File: src/rtl/gray_ctrl_pkg.sv
// Shared types, command encodings and the single-bit-change helper for the
// gray_count_ctrl sequencer/checker.
package gray_ctrl_pkg;

  localparam logic [1:0] OP_RUN   = 2'd0;
  localparam logic [1:0] OP_CLEAR = 2'd1;
  localparam logic [1:0] OP_ABORT = 2'd2;
  localparam logic [1:0] OP_NOP   = 2'd3;

  // Widest counter the helper function can compare.
  localparam int GRAY_MAX_W = 32;

  typedef enum logic [1:0] {
    CMD_RUN   = OP_RUN,
    CMD_CLEAR = OP_CLEAR,
    CMD_ABORT = OP_ABORT,
    CMD_NOP   = OP_NOP
  } op_e;

  typedef enum logic [2:0] {
    ST_IDLE,
    ST_CLR,
    ST_CLR_CHK,
    ST_RUN,
    ST_DRAIN,
    ST_DONE
  } state_e;

  // True when exactly one bit differs (x nonzero and a power of two).
  function automatic logic one_bit_diff(input logic [GRAY_MAX_W-1:0] a,
                                        input logic [GRAY_MAX_W-1:0] b);
    logic [GRAY_MAX_W-1:0] x;
    x = a ^ b;
    return (x != '0) && ((x & (x - GRAY_MAX_W'(1))) == '0);
  endfunction

endpackage

File: src/rtl/gray_count_ctrl_if.sv
// Command handshake bundle between the sequencing logic (master) and
// gray_count_ctrl (slave).
interface gray_cmd_if
  import gray_ctrl_pkg::*;
#(
  parameter int LEN_W = 8
);
  logic             cmd_valid;
  logic             cmd_ready;
  op_e              cmd_op;
  logic [LEN_W-1:0] cmd_len;

  modport master (output cmd_valid, output cmd_op, output cmd_len, input cmd_ready);
  modport slave  (input cmd_valid, input cmd_op, input cmd_len, output cmd_ready);
endinterface

File: src/rtl/gray_step_checker.sv
// On-line Gray transition checker: one-bit steps while enabled, hold while
// idle, zero after a clear. Optional GRAY_CTRL_ERRCNT_EN adds a fail counter.
module gray_step_checker
  import gray_ctrl_pkg::*;
#(
  parameter int WIDTH = 4
) (
  input  logic             clk,
  input  logic             rst,
  input  logic             cnt_en,
  input  logic             cnt_clr,
  input  logic [WIDTH-1:0] gray_in,
  input  logic             zero_chk,
  input  logic             err_clr,
`ifdef GRAY_CTRL_ERRCNT_EN
  output logic [7:0]       err_cnt,
`endif
  output logic             fail
);

  logic [WIDTH-1:0] gray_prev_reg;
  logic             en_q_reg;
  logic             clr_q_reg;

  always_ff @(posedge clk or negedge rst) begin
    if (!rst) begin
      gray_prev_reg <= '0;
      en_q_reg      <= 1'b0;
      clr_q_reg     <= 1'b0;
    end else begin
      gray_prev_reg <= gray_in;
      en_q_reg      <= cnt_en;
      clr_q_reg     <= cnt_clr;
    end
  end

  // en_q/clr_q describe what the counter was told last cycle, which is what
  // explains the change visible on gray_in now.
  always_comb begin
    fail = 1'b0;
    if (en_q_reg) begin
      fail = !one_bit_diff(GRAY_MAX_W'(gray_in), GRAY_MAX_W'(gray_prev_reg));
    end else if (!clr_q_reg) begin
      fail = (gray_in != gray_prev_reg);
    end
    if (zero_chk && (gray_in != '0)) begin
      fail = 1'b1;
    end
  end

`ifdef GRAY_CTRL_ERRCNT_EN
  logic [7:0] err_cnt_reg;

  always_ff @(posedge clk or negedge rst) begin
    if (!rst) begin
      err_cnt_reg <= '0;
    end else if (err_clr) begin
      err_cnt_reg <= '0;
    end else if (fail && (err_cnt_reg != 8'hFF)) begin
      err_cnt_reg <= err_cnt_reg + 8'd1;
    end
  end

  assign err_cnt = err_cnt_reg;
`else
  logic unused_err_clr;
  assign unused_err_clr = err_clr;
`endif

endmodule

File: src/rtl/gray_count_ctrl.sv
// Sequencer for the gray_counter datapath: takes RUN/CLEAR/ABORT/NOP commands,
// drives enable/clear and flags bad Gray steps. GRAY_CTRL_ERRCNT_EN adds err_cnt.
module gray_count_ctrl
  import gray_ctrl_pkg::*;
#(
  parameter int WIDTH = 4,
  parameter int LEN_W = 8
) (
  input  logic             clk,
  input  logic             rst,
  gray_cmd_if.slave        cmd,
  output logic             cnt_en,
  output logic             cnt_clr,
  input  logic [WIDTH-1:0] gray_in,
  output logic             busy,
  output logic             done,
  output logic             err,
`ifdef GRAY_CTRL_ERRCNT_EN
  output logic [7:0]       err_cnt,
`endif
  output logic [LEN_W-1:0] steps_done
);

  state_e           state_reg, state_next;
  logic [LEN_W-1:0] len_reg, len_next;
  logic [LEN_W-1:0] steps_reg, steps_next;
  logic             err_reg;
  logic             cnt_en_reg;
  logic             cnt_clr_reg;
  logic             err_clr;
  logic             fail;

  always_ff @(posedge clk or negedge rst) begin
    if (!rst) begin
      state_reg   <= ST_IDLE;
      len_reg     <= '0;
      steps_reg   <= '0;
      err_reg     <= 1'b0;
      cnt_en_reg  <= 1'b0;
      cnt_clr_reg <= 1'b0;
    end else begin
      state_reg   <= state_next;
      len_reg     <= len_next;
      steps_reg   <= steps_next;
      // Enable/clear are registered from the next state so they line up
      // exactly with the RUN and CLR cycles.
      cnt_en_reg  <= (state_next == ST_RUN);
      cnt_clr_reg <= (state_next == ST_CLR);
      if (err_clr) begin
        err_reg <= 1'b0;
      end else if (fail) begin
        err_reg <= 1'b1;
      end
    end
  end

  always_comb begin
    state_next    = state_reg;
    len_next      = len_reg;
    steps_next    = steps_reg;
    err_clr       = 1'b0;
    cmd.cmd_ready = 1'b0;
    case (state_reg)
      ST_IDLE: begin
        cmd.cmd_ready = 1'b1;
        if (cmd.cmd_valid) begin
          case (cmd.cmd_op)
            CMD_RUN: begin
              len_next   = cmd.cmd_len;
              steps_next = '0;
              state_next = (cmd.cmd_len == '0) ? ST_DRAIN : ST_RUN;
            end
            CMD_CLEAR: begin
              err_clr    = 1'b1;
              state_next = ST_CLR;
            end
            default: ;
          endcase
        end
      end
      ST_CLR:     state_next = ST_CLR_CHK;
      ST_CLR_CHK: state_next = ST_DONE;
      ST_RUN: begin
        cmd.cmd_ready = (cmd.cmd_op == CMD_ABORT);
        // The enable of this cycle is already issued, so it always counts.
        steps_next = steps_reg + LEN_W'(1);
        if ((steps_reg + LEN_W'(1) == len_reg) ||
            (cmd.cmd_valid && (cmd.cmd_op == CMD_ABORT))) begin
          state_next = ST_DRAIN;
        end
      end
      ST_DRAIN:   state_next = ST_DONE;
      ST_DONE:    state_next = ST_IDLE;
      default:    state_next = ST_IDLE;
    endcase
  end

  gray_step_checker #(
    .WIDTH (WIDTH)
  ) u_checker (
    .clk      (clk),
    .rst      (rst),
    .cnt_en   (cnt_en_reg),
    .cnt_clr  (cnt_clr_reg),
    .gray_in  (gray_in),
    .zero_chk (state_reg == ST_CLR_CHK),
    .err_clr  (err_clr),
`ifdef GRAY_CTRL_ERRCNT_EN
    .err_cnt  (err_cnt),
`endif
    .fail     (fail)
  );

  assign cnt_en     = cnt_en_reg;
  assign cnt_clr    = cnt_clr_reg;
  assign busy       = (state_reg != ST_IDLE);
  assign done       = (state_reg == ST_DONE);
  assign err        = err_reg;
  assign steps_done = steps_reg;

endmodule

File: src/flat_wrapper.sv
// flat-port wrapper written by rule: the top's interface ports become plain ports
module gray_count_ctrl_flat import gray_ctrl_pkg::*;
#(
  parameter int WIDTH = 4,
  parameter int LEN_W = 8
)
  (clk, rst, cnt_en, cnt_clr, gray_in, busy, done, err, steps_done, cmd_cmd_valid, cmd_cmd_op, cmd_cmd_len, cmd_cmd_ready);
  gray_cmd_if #(.LEN_W(LEN_W)) cmd_i ();
  input  logic clk;
  input  logic rst;
  output logic cnt_en;
  output logic cnt_clr;
  input  logic [WIDTH-1:0] gray_in;
  output logic busy;
  output logic done;
  output logic err;
  output logic [LEN_W-1:0] steps_done;
  input wire logic [$bits(cmd_i.cmd_valid)-1:0] cmd_cmd_valid;
  input wire logic [$bits(cmd_i.cmd_op)-1:0] cmd_cmd_op;
  input wire logic [$bits(cmd_i.cmd_len)-1:0] cmd_cmd_len;
  output wire logic [$bits(cmd_i.cmd_ready)-1:0] cmd_cmd_ready;
  assign cmd_i.cmd_valid = cmd_cmd_valid;
  assign cmd_i.cmd_op = cmd_cmd_op;
  assign cmd_i.cmd_len = cmd_cmd_len;
  assign cmd_cmd_ready = cmd_i.cmd_ready;
  gray_count_ctrl #(.WIDTH(WIDTH), .LEN_W(LEN_W)) u_core (.clk(clk), .rst(rst), .cmd(cmd_i), .cnt_en(cnt_en), .cnt_clr(cnt_clr), .gray_in(gray_in), .busy(busy), .done(done), .err(err), .steps_done(steps_done));
endmodule
File: config.mk
export PLATFORM = sky130hd
export DESIGN_NAME = gray_count_ctrl_flat
export DESIGN_NICKNAME = d
export VERILOG_FILES = /design/src/rtl/gray_ctrl_pkg.sv /design/src/rtl/gray_count_ctrl_if.sv /design/src/rtl/gray_step_checker.sv /design/src/rtl/gray_count_ctrl.sv /design/src/flat_wrapper.sv
export SDC_FILE = /design/constraint.sdc
export NUM_CORES = 1
export LEC_CHECK = 0
export CORE_ASPECT_RATIO = 1.25
export CORE_MARGIN = 1.5
export CORE_UTILIZATION = 60
export DETAILED_ROUTE_END_ITERATION = 6
export DONT_BUFFER_PORTS = 1
export GPL_ROUTABILITY_DRIVEN = 0
export PLACE_DENSITY_LB_ADDON = 0.08
export SLEW_MARGIN = 30
export SYNTH_ARGS = -nofsm -noshare
export SYNTH_HDL_FRONTEND = slang
export SYNTH_SLANG_ARGS = --single-unit
File: constraint.sdc
create_clock -name clk -period 3.2 [get_ports clk]
set_clock_uncertainty 0.15 [all_clocks]
set_input_delay 0.48 -clock clk [delete_from_list [all_inputs] [get_ports clk]]
set_output_delay 0.48 -clock clk [all_outputs]
set_load 0.005 [all_outputs]
==> Word level (Yosys, flattened, before mapping) <==
Index checks and enable logic that the tools add are counted.
{ "word_totals": {"output_inout_bits": 14, "regBits": 28, "word_cells": 60} }
{ "op_classes": {"n_mux": 17, "add_sub_neg": 2, "reduce_logical": 17, "n_bitwise": 2, "eq_ne": 13} }
{ "op_table": {"columns": ["operator", "n"], "rows": [
  ["4-bit by 32-bit AND with 32-bit output", 1],
  ["32-bit zero test", 1],
  ["32-bit nonzero test", 1],
  ["8-bit two-way mux", 2],
  ["8-bit one-hot mux with 2 select lines", 1],
  ["3-bit one-hot mux with 4 select lines", 1],
  ["3-bit by 2-bit == test with 1-bit output, second input constant", 3],
  ["3-bit two-way mux", 3],
  ["8-bit by 1-bit adder with 8-bit output, second input constant", 1],
  ["8-bit == test", 1],
  ["8-bit zero test", 1],
  ["1-bit two-way mux", 8],
  ["3-bit by 1-bit == test with 1-bit output, second input constant", 2],
  ["3-bit == test, second input constant", 2],
  ["3-bit one-hot mux with 2 select lines", 1],
  ["3-bit AND reduction", 2],
  ["4-bit by 1-bit subtractor with 5-bit output, second input constant", 1],
  ["2-bit inequality test, second input constant", 2],
  ["4-bit inequality test", 1],
  ["2-bit nonzero test", 2],
  ["4-bit nonzero test", 1],
  ["4-bit XOR", 1],
  ["1-bit logical AND", 3],
  ["3-bit zero test", 1],
  ["other kinds (8)", 8]
]} }

==> Longest topological paths before layout <==
Gate-level depths: netlist of the first run.
{ "logic_depth": {"depth_word": 10, "depth_mapped": 8, "ltp_nobuf": 6} }

==> By module <==
Synthesis of the first run repeated with hierarchy kept, for this count alone.
{ "unflattened": {"hier_cells": 145, "area_unflattened_um2": 1488.9} }
{ "modules_own_cells": {"columns": ["module", "instances", "cells_each", "area_per_inst_um2"], "rows": [
  ["gray_count_ctrl", 1, 126, 1239.9],
  ["gray_step_checker", 1, 19, 249.0]
]} }

==> Least setup slack after synthesis of the first run <==
OpenSTA, ideal clock, no wires.
{ "synth_path": {"kind": "input-to-reg", "startpoint": "in cmd_cmd_len[5]", "endpoint": "reg u_core.state_reg[0]", "path_stages": 5, "arrival_ns": 1.538, "setup_slack_ns": 1.379, "setup_ns": 0.134, "t_required_ns": 2.916, "path_cell_list": "or4_4 -> o311ai_2 -> o21ai_1 -> nor3_2 -> a2bb2oi_1"} }
{ "synth_via": {"elab_chain_cells": 5} }
{ "synth_rtl": {"columns": ["item", "line", "rtl"], "rows": [
  ["start, declared", "flat_wrapper.sv:20", "input wire logic [$bits(cmd_i.cmd_len)-1:0] cmd_cmd_len;"],
  ["8-bit zero test", "gray_count_ctrl.sv:71", "state_next = (cmd.cmd_len == '0) ? ST_DRAIN : ST_RUN;"],
  ["3-bit two-way mux", "gray_count_ctrl.sv:71", null],
  ["3-bit one-hot mux with 2 select lines", "gray_count_ctrl.sv:67", "case (cmd.cmd_op)"],
  ["3-bit two-way mux", "gray_count_ctrl.sv:66", "if (cmd.cmd_valid) begin"],
  ["3-bit one-hot mux with 4 select lines", "gray_count_ctrl.sv:63", "case (state_reg)"],
  ["named net u_core.state_next[0]", "gray_count_ctrl.sv:24", "state_e state_reg, state_next;"],
  ["end signal, assigned", "gray_count_ctrl.sv:42", "state_reg <= state_next;"],
  ["end, declared", "gray_count_ctrl.sv:24", null]
]} }
The timed path passes the listed nets, and every way through them passes these cells.
A chain may end at the register's enable or synchronous reset.

==> Worst setup path after layout of the first run <==
{ "layout_path": {"startpoint": "reg u_core.state_reg[0]", "endpoint": "reg u_core.steps_reg[2] (netlist: u_core.steps_done[2])"} }
{ "layout_via": {"elab_chain_cells": 3, "elab_cells_between_ends": 7} }
{ "layout_rtl": {"columns": ["item", "line", "rtl"], "rows": [
  ["3-bit by 2-bit == test with 1-bit output / 3-bit zero test (equally long branches)", "gray_count_ctrl.sv:63", null],
  ["2-bit nonzero test (no source line) / 2-bit inequality test (equally long branches)", null, null],
  ["3-bit AND reduction (no source line)", null, null],
  ["end signal, assigned", "gray_count_ctrl.sv:44", "steps_reg <= steps_next;"],
  ["end, declared", "gray_count_ctrl.sv:26", "logic [LEN_W-1:0] steps_reg, steps_next;"]
]} }
Several ways; a longest one is shown, not always the timed one.

==> results of run 1 <==
-- final cells by class --
type                       count  area [µm²]
fill                         199       804.5
multi-input combinational    115       798.3
sequential                    28       700.7
timing repair buffer           7       77.57
tap                           33       41.29
clock buffer                   4       36.28
inverter                       5       18.77
-- through the flow --
stage | area, µm² | hold slack [ns] | util
after floorplan | 1587 | 0.03441 | -
after global placement | 1567 | 0.03496 | 0.6323
after detailed placement | 1567 | 0.03498 | 0.6323
after CTS | 1673 | 0.1291 | 0.6753
after global routing | 1673 | 0.1221 | 0.6753
final | 1673 | 0.1413 | 0.6753
-- repair_timing --
action | CTS | global route
hold buffers | 6 | 0
setup endpoints to repair | 0 | 0
endpoints found under the hold margin | 32 | 0
-- layout by cell type (no fill, tap or decap), drive strengths merged --
| cell type | Yosys | routed |
|---|---|---|
| inv | 5 | 5 |
| and3 | 3 | 3 |
| a21oi | 7 | 7 |
| or3 | 2 | 2 |
| nor2 | 12 | 12 |
| nand3b | 1 | 1 |
| a31oi | 2 | 2 |
| nor4 | 2 | 2 |
| a211oi | 1 | 1 |
| a221oi | 1 | 1 |
| o41ai | 2 | 2 |
| xnor2 | 11 | 11 |
| nor2b | 2 | 2 |
| nand2 | 12 | 12 |
| and4 | 1 | 1 |
| nand4 | 2 | 2 |
| a2bb2oi | 1 | 1 |
| o21ai | 13 | 13 |
| xor2 | 7 | 7 |
| nand3 | 6 | 6 |
| o221ai | 2 | 2 |
| dfrtp | 28 | 28 |
| mux2 | 9 | 9 |
| nor3b | 1 | 1 |
| nor3 | 6 | 6 |
| buf | 10 | 2 |
| clkbuf | 0 | 4 |
| ha | 1 | 1 |
| or2 | 2 | 2 |
| dlygate4sd3 | 0 | 5 |
| a21bo | 1 | 1 |
| or4 | 2 | 2 |
| and2 | 1 | 1 |
| o31ai | 1 | 1 |
| o311ai | 1 | 1 |
-- layer usage --
| layer | vias to the layer above | wire length [µm] | GRT usage |
|---|---|---|---|
| li1 | 562 | - | - |
| met1 | 570 | 1320 | 0.2735 |
| met2 | 32 | 1696 | 0.4638 |
| met3 | 9 | 170 | 0.06650 |
| met4 | 0 | 102 | 0.1388 |
| met5 | - | 0 | 0 |
-- cell families after synthesis --
family,after synthesis,synth area share
buf+inv,15,0.05521
flops,28,0.4416
compound gates,32,0.1301
mux,9,0.06388
simple gates,55,0.1972
xor+xnor,18,0.1041
fa+ha+maj,1,0.007885
-- worst paths after layout --
| path | from | to | slack (ns) |
|---|---|---|---|
| worst min-delay path | cmd_cmd_len[3] | u_core.len_reg[3]$_DFFE_PN0P_ | 0.14 |
| worst max-delay path | u_core.state_reg[0]$_DFF_PN0_ | u_core.steps_done[2]$_DFFE_PN0P_ | 1.18 |
| worst max register to register | u_core.state_reg[0]$_DFF_PN0_ | u_core.steps_done[2]$_DFFE_PN0P_ | 1.18 |
| max in group asynchronous | rst | u_core.state_reg[1]$_DFF_PN0_ | 2.32 |
| min in group asynchronous | rst | u_core.u_checker.clr_q_reg$_DFF_PN0_ | 0.40 |
| worst min register to register | u_core.cnt_clr$_DFF_PN0_ | u_core.u_checker.clr_q_reg$_DFF_PN0_ | 0.28 |
-- power by group through the flow --
stage | registers (W) | logic (W) | clock network [W]
2_1_floorplan | 0.000536 | 0.000486 | 0
3_3_place_gp | 0.000615 | 0.000461 | 0
3_5_place_dp | 0.000621 | 0.000479 | 0
4_1_cts | 0.000612 | 0.000497 | 0.000178
5_1_grt | 0.000632 | 0.000553 | 0.000188
6_report | 0.000615 | 0.000499 | 0.000170
-- critical path, cell delays in order, from the launching register on --
cell and delay [ns]:
dfrtp_1 0.56, nand2_1 0.11, or2_1 0.41, and2_0 0.37
o21ai_0 0.20, o21ai_0 0.10
==> reports/summary.md, run 1 <==
In this run the worst hold path is classified as input pin to flip-flop. After detailed routing, the number of remaining DRC violations is 0. The die covers 2964 µm². The relative max-transition margin is 0.6728, and the die width is 49.00 µm. The repair_antennas step left the layout with diodes totalling 0.

Counting instances in the post-synthesis netlist gives the leading cell types as dfrtp_1, nand2_1, nor2_1, o21ai_0, xnor2_1. The number of enable flip-flop cells after synthesis is 0, and the number of antenna violations at the first check in global routing is 0. The average wire length per cell after detail routing was 17.14 µm; the cell-internal power was 0.0007708 W. Counting every net in the synthesized netlist gives 176. The fraction of synthesized cell area taken by the top area cell type works out to 0.4416. The run gives 192 as the number of standard cells in the final layout excluding fillers. The number of maximum-capacitance violations was 0.

The switching power as a share of total power is 0.3999. The tools report the number of global-route vias before repair as 1237. The tools report the sequential area share after synthesis as 0.4416. The run gives 0 as the hold violation total from the final report. For the pin with the worst max-slew slack, the measured transition is 0.4908 ns. In the post-synthesis netlist, the biggest area contributors are dfrtp_1, mux2_2, xnor2_1, xor2_1, o21ai_0. In the synthesized netlist, the number of instances is 158. Critical path capture point type: a flip-flop. Power comes to 0.001284 W. The tools report the CTS root buffer as clkbuf_4.

Yosys printed 0 warnings. The core region area was 2477 µm²; the aggregate routed wire length was 3290 µm. The total overflow left after global routing is 0.

The prevailing post-synth register cell was dfrtp_1. Entering global routing, the biggest net connects 29 pins. Relative to the synthesized area, the layout overhead comes to 5.441%.

The netlist area before placement was 1587 µm²; the number of setup buffers added after CTS was 0. The synthesized design spends more area on one cell type than any other, namely dfrtp_1. The average instance in the mapped netlist occupies 10.04 µm². The final layout contains 178 nets.

The first global-routing pass estimated 5609 µm of wire. The run finished with clean final reports. Summed over all cells, the static leakage comes to 0.7067 nW. Summed over all nets, the switching power comes to 0.0005136 W. The post-layout worst setup margin is 1.185 ns, and the TritonCTS sink count is 28. Largest fanout on the critical path: 14. The setup path with the least slack is of type flip-flop to flip-flop.

IR analysis of the VDD net gives a maximum drop of 0.4730 mV. Power per cell area: 767.8 nW/µm². Gates resized during post-CTS repair numbered 0. The ratio of cells with drive above 1 in the final layout is 0.1509, and the worst-skew pair later-pin latency is 0.33 ns.

The logs give 182 for the instance count after placement with tap cells included and 0 for the setup violation total in the final timing report. Timing would allow up to 496.2 MHz. The initial core utilization was 0.6404. The portion of total power attributed to the clock network is 0.132, and the total routing usage reported by global routing is 0.2538. The HPWL after detailed placement is 2452 µm. The final cycle utilization of the critical path works out to 0.6297.

Using the TritonRoute via totals, the vias-per-cell ratio works out to 6.109. Prior to clock tree synthesis, the placed netlist has a worst setup slack of 1.192 ns. The share of synthesized flip-flops with an asynchronous set or reset was 1.000; the y dimension of the die was 60.49 µm. The number of cells traversed by the worst register-to-register path is 5. Setup repair after global routing left no endpoint under its margin. During I/O placement, the number of pins put on the boundary was 31.

The clock passes through at most 2 buffers. For the via total after detailed routing, the log shows 1173. The run gives 0.389 as the part of the total power dissipated in combinational logic. Input and output buffers added on the ports amount to 0. The total negative setup slack is 0 ns.

The most common cell in the synthesized netlist is dfrtp_1. The post-synthesis sequential element count came out at 28. TritonCTS built the clock tree. Data on the critical path arrives at its endpoint at 2.08 ns.

The run gives 3 as the number of buffers added by the clock tree synthesis step. The DRC marker count from the first detailed-route iteration was 19; the part of the total power dissipated in sequential elements was 0.479. Final max-slew violation count: 0. The worst setup path is launched from a flip-flop. The run gives 0 as the post-detailed-route count of antenna-violating nets. The distinct cell type count of the synthesized netlist is 43, and the register clock-pin slew on the reported worst setup and hold paths is 0.13 ns. At the worst endpoint, the required time is 3.26 ns.

The number of placement rows is 20, and the shortest clock period the worst path allows after layout is 2.015 ns. The maximum level of the CTS H-tree was 1. The number of stages on the worst hold path is 1, and the total iterations of the first detailed-routing run is 4.
(Power assumes the default switching activity.)
==> run 2: changes to the inputs <==
- clock period: 3.2 -> 1.9 ns (I/O delays scaled with it)
==> reports/summary.md, run 2 (synthesized netlist as in run 1, its figures left out) <==
The register clock-pin slew on the reported worst setup and hold paths came out at 0.15 ns (was 0.13 ns). Startpoint-to-endpoint class of the critical path: flip-flop to output port (was flip-flop to flip-flop). The transition time at the pin with the least slew margin was 0.3522 ns (was 0.4908 ns). For the arrival time at the worst endpoint, the log shows 1.41 ns (was 2.08 ns). The initial core utilization is 0.6404 (unchanged), and the total iterations of the first detailed-routing run is 4 (unchanged).

Classification of the worst-slack hold path: input pin to flip-flop (unchanged). The power per cell area is 1243 nW/µm² (was 767.8 nW/µm²), and the worst-skew pair later-pin latency is 0.34 ns (was 0.33 ns). The logs give 0 (unchanged) for the number of antenna violations at the first check in global routing and 3 (unchanged) for the number of buffers added by the clock tree synthesis step. The run gives 0.2713 (was 0.2538) as the total routing usage reported by global routing.

The hold violation total from the final report was 0 (unchanged). The ratio of cells with drive above 1 in the final layout works out to 0.2034 (was 0.1509). The HPWL after detailed placement is 2509 µm (was 2452 µm), and the total die area is 2964 µm² (unchanged). For the final max-slew violation count, the log shows 0 (unchanged). The smallest clock period supported by the final layout is computed as 1.841 ns. Ordered cell list for the critical path: buf_4 -> or2_2 -> a21oi_1 (was nand2_1 -> or2_1 -> and2_0 -> o21ai_0 -> o21ai_0).

For the final global-route overflow total, the log shows 0 (unchanged). The post-detailed-route count of antenna-violating nets was 0 (unchanged); the DRC violations left was 0 (unchanged). The layout-stage area growth over the synthesis result is 16.25% (was 5.441%), and the y dimension of the die is 60.49 µm (unchanged). The net count of the finished layout came out at 197 (was 178). The total negative setup slack is 0 ns (unchanged). Setup violation total in the final timing report: 0 (unchanged). The aggregate routed wire length was 3566 µm (was 3290 µm). The tools report the largest net degree at the start of global routing as 29 (unchanged). I/O pin count: 31 (unchanged). TritonCTS built the clock tree. The critical path's slowest cell was dfrtp_1 (unchanged).

Setup repair after global routing left no endpoint under its margin. Largest stage delay on the critical path: 0.45 ns (was 0.56 ns). The startpoint type of the worst setup path is a flip-flop (unchanged). The tools report the relative max-transition margin as 0.7630 (was 0.6728). The number of placement rows was 20 (unchanged). The run finished with clean final reports. The die width works out to 49.00 µm (unchanged). The number of inserted filler cells in the final layout is 171 (was 199), and the leakage power total is 0.7912 nW (was 0.7067 nW). The tools report the number of global-route vias before repair as 1302 (was 1237). The tools report the buffer levels on the longest clock path as 2 (unchanged). The count of buffers inserted at the top-level ports came out at 0 (unchanged). The logs give 28 (unchanged) for the TritonCTS sink count and 0.04753 ns (was 0.1413 ns) for the worst hold slack. For the wire length of the first global-routing pass, the log shows 5892 µm (was 5609 µm). Maximum level of the CTS H-tree: 1 (unchanged).

The final cycle utilization of the critical path is 0.9690. The largest fanout on the critical path was 8 (was 14). The tools report the worst-case vdd ir drop as 0.9100 mV (was 0.4730 mV). The CTS root buffer is clkbuf_4 (unchanged). Vias per cell: 6.038 (was 6.109).

The run gives 0 (unchanged) as the number of maximum-capacitance violations. The tools report the via total after detailed routing as 1268 (was 1173). The most frequent standard cell in the layout excluding fill and tap cells is dfrtp_1 (unchanged).

DRC marker count from the first detailed-route iteration: 24 (was 19). Derived from the worst setup path, the maximum achievable clock frequency is 543.2 MHz. The average wire length per cell after detail routing is 16.98 µm (was 17.14 µm).

Most used cells in the layout excluding fill and tap cells: dfrtp_1, dlygate4sd3_1, nor2_1, nand2_1, o21ai_0 (was dfrtp_1, nor2_1, nand2_1). The count of inserted antenna diode cells is 0 (unchanged). The tools report the required time reported for the critical path endpoint as 1.46 ns (was 3.26 ns). The core region area came out at 2477 µm² (unchanged). The tools report the critical path capture point type as an output port (was a flip-flop).
[run 2: cell types whose count changed in the layout (fill, tap and decap cells not counted), sizes merged]
cell | before | now
buf | 2 | 12
clkbuf | 4 | 3
dlygate4sd3 | 5 | 14
[run 2: power by group]
group	switching (W)	internal [W]
Sequential	0.000205	0.000772
Clock	0.000180	0.0000748
Combinational	0.000534	0.000526
[run 2: worst paths after layout]
path	from	slack, ns	cells past startpoint	to
max	u_core.state_reg[0]$_DFF_PN0_	0.06	3	cmd_cmd_ready
min	cmd_cmd_valid	0.05	2	u_core.state_reg[0]$_DFF_PN0_
max reg2reg	u_core.steps_done[1]$_DFFE_PN0P_	0.11	6	u_core.state_reg[2]$_DFF_PN0_
min reg2reg	u_core.cnt_clr$_DFF_PN0_	0.27	0	u_core.u_checker.clr_q_reg$_DFF_PN0_
max in group asynchronous	rst	1.22	2	u_core.state_reg[1]$_DFF_PN0_
min in group asynchronous	rst	0.21	2	u_core.u_checker.clr_q_reg$_DFF_PN0_
[run 2: metrics by stage]
stage / util / instances / total power, W / cell area (µm²) / setup WS, ns
after floorplan: - / 158 / 0.001722 / 1587 / 0.09138
after global placement: 0.6677 / 192 / 0.001930 / 1654 / 0.1370
after detailed placement: 0.6677 / 192 / 0.001974 / 1654 / 0.09290
after CTS: 0.7414 / 210 / 0.002255 / 1837 / 0.06809
after global routing: 0.7444 / 210 / 0.002445 / 1844 / 0.02612
final: 0.7444 / 210 / 0.002292 / 1844 / 0.05892
[run 2: per-layer routing]
layer / vias to the layer above / wire, µm / track usage
met5: - / 0 / 0
met4: 0 / 105 / 0.1265
met3: 9 / 174 / 0.05419
met2: 39 / 1879 / 0.5166
met1: 622 / 1407 / 0.2947
li1: 598 / - / -
[run 2: worst max-delay path: cells and delay by family (launching register included)]
family,cells,cell delay (ns)
AO/OA/AOI/OAI,1,0.17
buffers and inverters,1,0.18
flip-flops,1,0.45
AND/OR/NAND/NOR,1,0.27
[run 2: area by class of cell]
type / instances / area (µm²) / share of cell area
clock buffers: 3 / 22.52 / 0.01221
inverters: 5 / 18.77 / 0.01018
multi-input cells: 115 / 804.5 / 0.4362
flip-flops and latches: 28 / 701.9 / 0.3806
well taps: 33 / 41.29 / 0.02239
repair buffers: 26 / 255.2 / 0.1384
[run 2: repair_timing]
item / CTS / global route
hold buffers: 15 / 0
endpoints found under the setup margin: 0 / 9
hold endpoints to repair: 41 / 0
setup buffers: 0 / 0
gates resized for setup: 0 / 4
==> run 3: changes to the inputs <==
- RECOVER_POWER: unset -> 50
- clock period: 1.9 -> 2.3 ns (I/O delays scaled with it)
==> reports/summary.md, run 3 (synthesized netlist as in run 1, its figures left out) <==
The part of the total power dissipated in sequential elements was 0.453 (was 0.426); the count of buffers inserted at the top-level ports was 0 (unchanged). For the portion of total power attributed to the clock network, the log shows 0.173 (was 0.111). The part of the total power dissipated in combinational logic was 0.374 (was 0.462). The TritonCTS sink count was 28 (unchanged); the final cycle utilization of the critical path was 0.8843. The leakage power total was 0.7483 nW (was 0.7912 nW); the vias per cell was 6.025 (was 6.038). The largest fanout on the critical path came out at 12 (was 8). The largest net degree at the start of global routing is 29 (unchanged). The run finished with clean final reports. The number of buffers and inverters on the critical path was 1 (unchanged); the die width was 49.00 µm (unchanged).

The family with the most delay on the worst path was simple AND/OR/NAND/NOR gates (was flip-flops). The total die area came out at 2964 µm² (unchanged). Worst-case vdd ir drop: 0.7920 mV (was 0.9100 mV). The largest stage delay on the critical path was 0.51 ns (was 0.45 ns). The logs give 3 (unchanged) for the number of buffers added by the clock tree synthesis step and 186 (was 197) for the net count of the finished layout.

The startpoint-to-endpoint class of the critical path is flip-flop to flip-flop (was flip-flop to output port). The tools report the maximum level of the CTS H-tree as 1 (unchanged). The tools report the setup violation total in the final timing report as 0 (unchanged). The average wire length per cell after detail routing is 16.67 µm (was 16.98 µm), and the initial core utilization is 0.6404 (unchanged).

The HPWL after detailed placement is 2389 µm (was 2509 µm), and the switching power total is 0.0007121 W (was 0.0009194 W). For the number of antenna violations at the first check in global routing, the log shows 0 (unchanged). Total routing usage reported by global routing: 0.2508 (was 0.2713).

CTS root buffer: clkbuf_4 (unchanged). For the hold violation total from the final report, the log shows 0 (unchanged). The power per cell area was 1068 nW/µm² (was 1243 nW/µm²); the number of placement rows was 20 (unchanged). The run gives 200 (was 210) as the number of standard cells in the final layout excluding fillers. The wire length of the first global-routing pass is 5561 µm (was 5892 µm). The tools report the critical path capture point type as a flip-flop (was an output port).

The logs give 31 (unchanged) for the I/O pin count and 0.001154 W (was 0.001373 W) for the cell-internal power. Critical path's slowest cell: dfrtp_1 (unchanged). Subtracting the final worst setup slack from the clock period gives 2.034 ns. The total negative setup slack was 0 ns (unchanged); the register clock-pin slew on the reported worst setup and hold paths was 0.14 ns (was 0.15 ns). Ordered cell list for the critical path: nor3_1 -> nand3b_1 -> buf_4 -> o21ai_1 -> nor3_1 -> a21oi_1 (was buf_4 -> or2_2 -> a21oi_1). The buffer levels on the longest clock path is 2 (unchanged), and the switching power as a share of total power is 0.3816 (was 0.4011). The worst-skew pair later-pin latency was 0.33 ns (was 0.34 ns). Layout-stage area growth over the synthesis result: 10.17% (was 16.25%). The number of maximum-capacitance violations was 0 (unchanged).

Relative max-transition margin: 0.1695 (was 0.7630). Among the stages of the critical path, the cell type that occurs most often is nor3_1. Most frequent standard cell in the layout excluding fill and tap cells: dfrtp_1 (unchanged).

The total iterations of the first detailed-routing run came out at 4 (unchanged). The count of inserted antenna diode cells was 0 (unchanged); the via total after detailed routing was 1205 (was 1268). The post-detailed-route count of antenna-violating nets came out at 0 (unchanged). Transition time at the pin with the least slew margin: 1.246 ns (was 0.3522 ns). The classification of the worst-slack hold path is input pin to flip-flop (unchanged). Number of inserted filler cells in the final layout: 194 (was 171).

Most used cells in the layout excluding fill and tap cells: dfrtp_1, nor2_1, nand2_1, dlygate4sd3_1, o21ai_0 (was dfrtp_1, dlygate4sd3_1, nor2_1, nand2_1, o21ai_0). The arrival time at the worst endpoint was 2.14 ns (was 1.41 ns); the y dimension of the die was 60.49 µm (unchanged). The tools report the required time reported for the critical path endpoint as 2.41 ns (was 1.46 ns). Ratio of cells with drive above 1 in the final layout: 0.1377 (was 0.2034). The tools report the instance count after placement with tap cells included as 183 (was 192). Static timing analysis puts the maximum clock frequency at 491.7 MHz. The aggregate routed wire length came out at 3333 µm (was 3566 µm). The tools report the quantity of gates resized following cts as 0 (unchanged). The DRC violations left was 0 (unchanged). The run gives 0 (unchanged) as the final global-route overflow total. The tools report the core region area as 2477 µm² (unchanged). The final max-slew violation count was 0 (unchanged). Startpoint type of the worst setup path: a flip-flop (unchanged).

TritonCTS built the clock tree. The logs give 15 (was 24) for the DRC marker count from the first detailed-route iteration and 1238 (was 1302) for the number of global-route vias before repair. Setup repair after global routing left no endpoint under its margin.
## run 3: layer usage
layer  wire (µm)  share of wire  vias to the layer above  track usage
li1            -              -                      578            -
met1        1378           0.41                      577       0.2938
met2        1651           0.50                       38       0.4403
met3         173          0.052                       12      0.04680
met4         130          0.039                        0       0.1469
met5           0              0                        -            0
## run 3: final cells by class
type	count	area [µm²]	share of cell area
Clock inverter	1	30.03	0.01718
Inverter	5	18.77	0.01074
Tap cell	33	41.29	0.02362
Clock buffer	3	22.52	0.01288
Timing Repair Buffer	15	147.6	0.08447
Multi-Input combinational cell	115	787.0	0.4502
Sequential cell	28	700.7	0.4009
## run 3: repair_timing
item                                   in CTS  in global routing
hold buffers                                6                  7
buffers inserted                            0                  0
endpoints found under the hold margin      32                  7
## run 3: worst paths after layout
check / from / end / slack [ns] / cells past startpoint
max: u_core.state_reg[2]$_DFF_PN0_ / u_core.state_reg[1]$_DFF_PN0_ / 0.27 / 6
min: cmd_cmd_len[1] / u_core.len_reg[1]$_DFFE_PN0P_ / 0.01 / 1
max reg2reg: u_core.state_reg[2]$_DFF_PN0_ / u_core.state_reg[1]$_DFF_PN0_ / 0.27 / 6
min reg2reg: u_core.cnt_clr$_DFF_PN0_ / u_core.u_checker.clr_q_reg$_DFF_PN0_ / 0.27 / 0
max in group asynchronous: rst / u_core.steps_done[0]$_DFFE_PN0P_ / 0.53 / 2
min in group asynchronous: rst / u_core.u_checker.gray_prev_reg[3]$_DFF_PN0_ / 0.73 / 2
## run 3: worst reg2reg max path, cell delays in order (launching register included)
cell and delay [ns]:
dfrtp_1 0.51, nor3_1 0.44, nand3b_1 0.18, buf_4 0.22, o21ai_1 0.20, nor3_1 0.08, a21oi_1 0.18
## run 3: stage by stage
| stage | cell area, µm² | util | worst slack, ns | hold slack [ns] | total power, W |
|---|---|---|---|---|---|
| global placement | 1574 | 0.6354 | 0.4106 | -0.1000 | 0.001507 |
| finish | 1748 | 0.7056 | 0.2662 | 0.01193 | 0.001866 |
| detailed placement | 1574 | 0.6354 | 0.3403 | -0.09982 | 0.001536 |
| CTS | 1697 | 0.6848 | 0.3177 | 0.0003653 | 0.001876 |
| global route | 1748 | 0.7056 | 0.1000 | -0.001849 | 0.001995 |
| floorplan | 1587 | - | 0.4914 | -0.1006 | 0.001422 |
## run 3: power by group through the flow
stage	Combinational [W]	Clock (W)	Sequential, W
2_1_floorplan	0.000676	0	0.000746
3_3_place_gp	0.000649	0	0.000858
3_5_place_dp	0.000671	0	0.000864
4_1_cts	0.000695	0.000329	0.000852
5_1_grt	0.000779	0.000345	0.000870
6_report	0.000699	0.000322	0.000845
